$ cat src/rtl/shift_unit.sv
// rtl/shift_unit.sv - multi-cycle SLL/SRL/SRA/ROR shifter with valid/ready handshakes
// Moves at most STEP bit positions per clock so no full barrel shifter is needed.
module shift_unit #(
    parameter int XLEN = 32,
    parameter int STEP = 8
) (
    input  logic            clk,
    input  logic            rst,
    input  logic            flush,
    input  logic            in_valid,
    output logic            in_ready,
    input  logic [1:0]      op,
    input  logic [XLEN-1:0] A,
    input  logic [XLEN-1:0] B,
    output logic            out_valid,
    input  logic            out_ready,
    output logic [XLEN-1:0] result,
    output logic            zero,
    output logic            busy
);
    localparam int SHW = $clog2(XLEN);
    localparam logic [SHW:0] STEP_V = STEP[SHW:0];
    localparam logic [SHW:0] XLEN_V = XLEN[SHW:0];

    typedef enum logic [1:0] {
        S_IDLE,
        S_BUSY,
        S_DONE
    } state_t;

    state_t          r_state, w_state_next;
    logic [XLEN-1:0] r_w, w_w_next, w_shifted;
    logic [SHW:0]    r_r, w_r_next, w_k, w_k_comp, w_r_dec;
    logic [1:0]      r_op, w_op_next;
    logic            r_s, w_s_next;
    logic            w_unused_b;

    assign w_unused_b = |B[XLEN-1:SHW];

    assign w_k      = (r_r > STEP_V) ? STEP_V : r_r;
    assign w_k_comp = XLEN_V - w_k;
    assign w_r_dec  = r_r - w_k;

    // SRA fills from the latched sign, never from the current MSB of W.
    always_comb begin
        w_shifted = r_w;
        case (r_op)
            2'b00:   w_shifted = r_w << w_k;
            2'b01:   w_shifted = r_w >> w_k;
            2'b10:   w_shifted = (r_w >> w_k) | (r_s ? ~({XLEN{1'b1}} >> w_k) : '0);
            default: w_shifted = (r_w >> w_k) | (r_w << w_k_comp);
        endcase
    end

    always_comb begin
        w_state_next = r_state;
        w_w_next     = r_w;
        w_r_next     = r_r;
        w_op_next    = r_op;
        w_s_next     = r_s;
        case (r_state)
            S_IDLE: begin
                if (in_valid) begin
                    w_w_next     = A;
                    w_r_next     = {1'b0, B[SHW-1:0]};
                    w_op_next    = op;
                    w_s_next     = A[XLEN-1];
                    w_state_next = (B[SHW-1:0] == '0) ? S_DONE : S_BUSY;
                end
            end
            S_BUSY: begin
                w_w_next = w_shifted;
                w_r_next = w_r_dec;
                if (w_r_dec == '0) w_state_next = S_DONE;
            end
            S_DONE: begin
                if (out_ready) w_state_next = S_IDLE;
            end
            default: w_state_next = S_IDLE;
        endcase
        if (flush) begin
            w_state_next = S_IDLE;
            w_w_next     = r_w;
            w_r_next     = r_r;
            w_op_next    = r_op;
            w_s_next     = r_s;
        end
    end

    always_ff @(posedge clk) begin
        if (rst) begin
            r_state <= S_IDLE;
            r_w     <= '0;
            r_r     <= '0;
            r_op    <= 2'b00;
            r_s     <= 1'b0;
        end else begin
            r_state <= w_state_next;
            r_w     <= w_w_next;
            r_r     <= w_r_next;
            r_op    <= w_op_next;
            r_s     <= w_s_next;
        end
    end

    assign in_ready  = (r_state == S_IDLE);
    assign out_valid = (r_state == S_DONE);
    assign busy      = (r_state == S_BUSY) || (r_state == S_DONE);
    assign result    = r_w;
    assign zero      = (r_w == '0);

endmodule

$ cat config.mk
export PLATFORM = sky130hd
export DESIGN_NAME = shift_unit
export DESIGN_NICKNAME = d
export VERILOG_FILES = /design/src/rtl/shift_unit.sv
export SDC_FILE = /design/constraint.sdc
export NUM_CORES = 1
export LEC_CHECK = 0
export ABC_AREA = 1
export CORE_ASPECT_RATIO = 1.4
export CORE_MARGIN = 2
export CORE_UTILIZATION = 48
export DETAILED_ROUTE_END_ITERATION = 7
export PLACE_DENSITY = 0.74
export SYNTH_ARGS = -nofsm -noshare
export SYNTH_HDL_FRONTEND = slang
export SYNTH_SLANG_ARGS = --single-unit
$ cat constraint.sdc
create_clock -name clk -period 4.7 [get_ports clk]
set_input_delay 0.94 -clock clk [delete_from_list [all_inputs] [get_ports clk]]
set_output_delay 0.94 -clock clk [all_outputs]
set_load 0.02 [all_outputs]
==> results.ini <==
[sta]
drv_slew=0
fin_crit_ns=3.614
fin_crit_sh_pct=76.88
clock-skew-final_ns=0.01006
setup_viol_count_final=0
tightest_slew_ns=1.105
finalHoldViolCount=0
rsz0062_at_grt=no
setup_ws_ns=1.086
tns_ns=0
clock.fmax_mhz=276.7
max_slew_margin_pct=26.23

[global_routing]
grt_pass1_wl_um=40630
grt_max_degree=72
globalRouteOverflowTotal=0
antenna_found_initial=0
track_usage_pct=37.10
grt_pass1_vias=7703

[cells_and_area]
final_area_mm2=0.007078
finalNetCount=1330
register_area_um2=860.8
n_antenna_cell=0
fillers=1441
drive_gt1_share_pct=4.070
area_growth_pct=14.28
multi_input_area_mm2=0.004676

[clocking]
cts_tree=yes
cts.clk_slew.worst_paths_ns=0.07
worstSkewPairLatency_ns=0.30
ctsLongestPathBuffers=2
cts_hold_buf=0
cts.sinks=43
cts_setup_buffers=0
root_buffer=clkbuf_16
ctsResizeCount=0
cts_buffers=5
htreeDepth=2

[pwr]
powerDensity_mw_per_mm2=332.7
ir_worst_vdd_uv=181.8
p_leak_uw=0.003218

[setup_path]
startpoint_type=register
critical_path_required_ns=4.94
worst-path-max-fanout=30
crit_arrival_ns=3.85
end_kind=register
crit_type=register to register

[place]
place_ws_ns=1.248
post_dp_cell_area_mm2=0.006909
gp_congestion=1.067
io_buffers=79
dpl.hpwl_um=19670

[flow_run]
maxCapViolations=0

[yosys]
synth_nets=1310
synth_cell_type_count=38
synthCells=1232
synthesis.area_mm2=0.006193
yosys_warnings=0
synth_seq_cells=43
avgSynthCellArea_um2=5.027
seq_area_frac_synth_pct=13.90

[routing]
first_pass_iters=6
viasPerCell=6.065
wl_per_cell_um=18.48
drt-total-wl_um=25980
drt_first_iter_violations=1116
vias=8528
drcViolationCount=0
ant_nets=0

[floorplan]
die_area_mm2=0.01384
core_area_mm2=0.01275
die_h_um=138.4
initial_utilization_pct=48.57
row_count=49
io_pins=107
die_w_um=100

[outcome]
status=completed

[min_path]
min-delay-path-class=register to register

## per-layer routing
layer,part of all wire [%],track usage (%),wire length [um]
met1,41,50.50,10610
met4,4.4,15.00,1132
met3,8.9,3.640,2321
met5,0,0,0
met2,46,59.78,11910
## synth_stat cells
cell | number | area, um^2
nand3b_1 | 1 | 7.510
buf_4 | 7 | 52.55
and3_1 | 1 | 6.260
nor2_2 | 3 | 18.77
a221oi_1 | 5 | 43.79
clkbuf_1 | 34 | 127.6
nand2_2 | 1 | 6.260
nand4_1 | 36 | 225.2
buf_1 | 8 | 30.03
or2_1 | 1 | 6.260
nand2_1 | 467 | 1753
nor3_4 | 1 | 16.27
nand3_1 | 221 | 1106
o211ai_1 | 5 | 37.54
nand2_4 | 1 | 11.26
dfxtp_1 | 43 | 860.8
o2111ai_1 | 1 | 8.760
and2_1 | 2 | 12.51
clkinv_1 | 1 | 3.750
a31oi_1 | 4 | 25.02
nand3_2 | 2 | 20.02
nor4_1 | 8 | 50.05
o21bai_1 | 1 | 7.510
buf_6 | 1 | 11.26
nor2_4 | 5 | 56.30
nor2_1 | 114 | 427.9
buf_2 | 29 | 145.1
o21ai_2 | 1 | 8.760
inv_2 | 15 | 56.30
nor3_1 | 4 | 20.02
inv_1 | 62 | 232.7
a21oi_1 | 60 | 300.3
o21ai_0 | 28 | 140.1
o21ai_1 | 48 | 240.2
o221ai_1 | 1 | 8.760
a211oi_1 | 2 | 15.01
o22ai_1 | 1 | 6.260
ha_1 | 7 | 87.58
## logic make-up (layout without fill, tap and decap cells)
group,Yosys count,count (layout),synth area share [%]
DFF,43,43,13.90
and+or+nand+nor,868,868,60.44
buffers and inverters,157,178,10.65
adders and majority gates,7,7,1.414
AOI/OAI and AO/OA,157,157,13.60
## worst max-delay path, cell delays in order (launching register included)
cell,delay (ns)
dfxtp_1,0.33
nor2_4,0.62
nand3_2,0.23
ha_1,0.34
buf_4,0.23
inv_1,0.64
nand3_1,0.20
nand3_1,0.11
nand2_1,0.12
nand2_1,0.10
nand3_1,0.12
nand2_1,0.15
nand3_1,0.17
a21oi_1,0.16
## layout by cell type, fill, tap and decap left out, types with 6 or more instances in the layout
master and instances:
a21oi_1 60, buf_4 13, clkdlybuf4s50_1 79, dfxtp_1 43, ha_1 6, inv_1 62, inv_2 15, nand2_1 467
nand3_1 221, nand4_1 36, nor2_1 114, nor4_1 8, o21ai_0 28, o21ai_1 48
## worst paths after layout
path,from,to,slack (ns),cells after the start
setup / recovery,r_r[5],result[10],1.09,13
hold / removal,r_r[5],r_r[5],0.48,2
setup reg to reg,r_r[5],result[10],1.09,13
hold reg to reg,r_r[5],r_r[5],0.48,2
## flip-flops by register name, summed over array words and instances (netlist names)
| signal | count |
|---|---|
| result | 32 |
| r_r | 6 |
| r_op | 2 |
| r_state | 2 |
| r_s | 1 |
## final cells by class
class,count,area share (%)
flip-flops and latches,43,12.16
well taps,153,2.705
clock inverters,3,0.6187
repair buffers,92,12.55
inverters,78,4.136
clock buffers,5,1.768
multi-input cells,1032,66.06
## stage by stage
| stage | hold slack [ns] | power (uW) | utilization (%) | std cells |
|---|---|---|---|---|
| final | 0.4753 | 2355 | 55.50 | 1406 |
| after detailed placement | 0.4700 | 1886 | 54.18 | 1398 |
| after global routing | 0.5059 | 2502 | 55.50 | 1406 |
| after global placement | 0.4656 | 1879 | 54.18 | 1398 |
| after floorplan | 0.4518 | 1477 | - | 1232 |
| after CTS | 0.4805 | 2306 | 55.50 | 1406 |
## power breakdown
part           total [uW]  switching, uW  internal [uW]
registers             440           44.3            396
clock network         429            177            252
logic                1490           1040            448
Note: power is estimated with default switching activity, not from simulation.
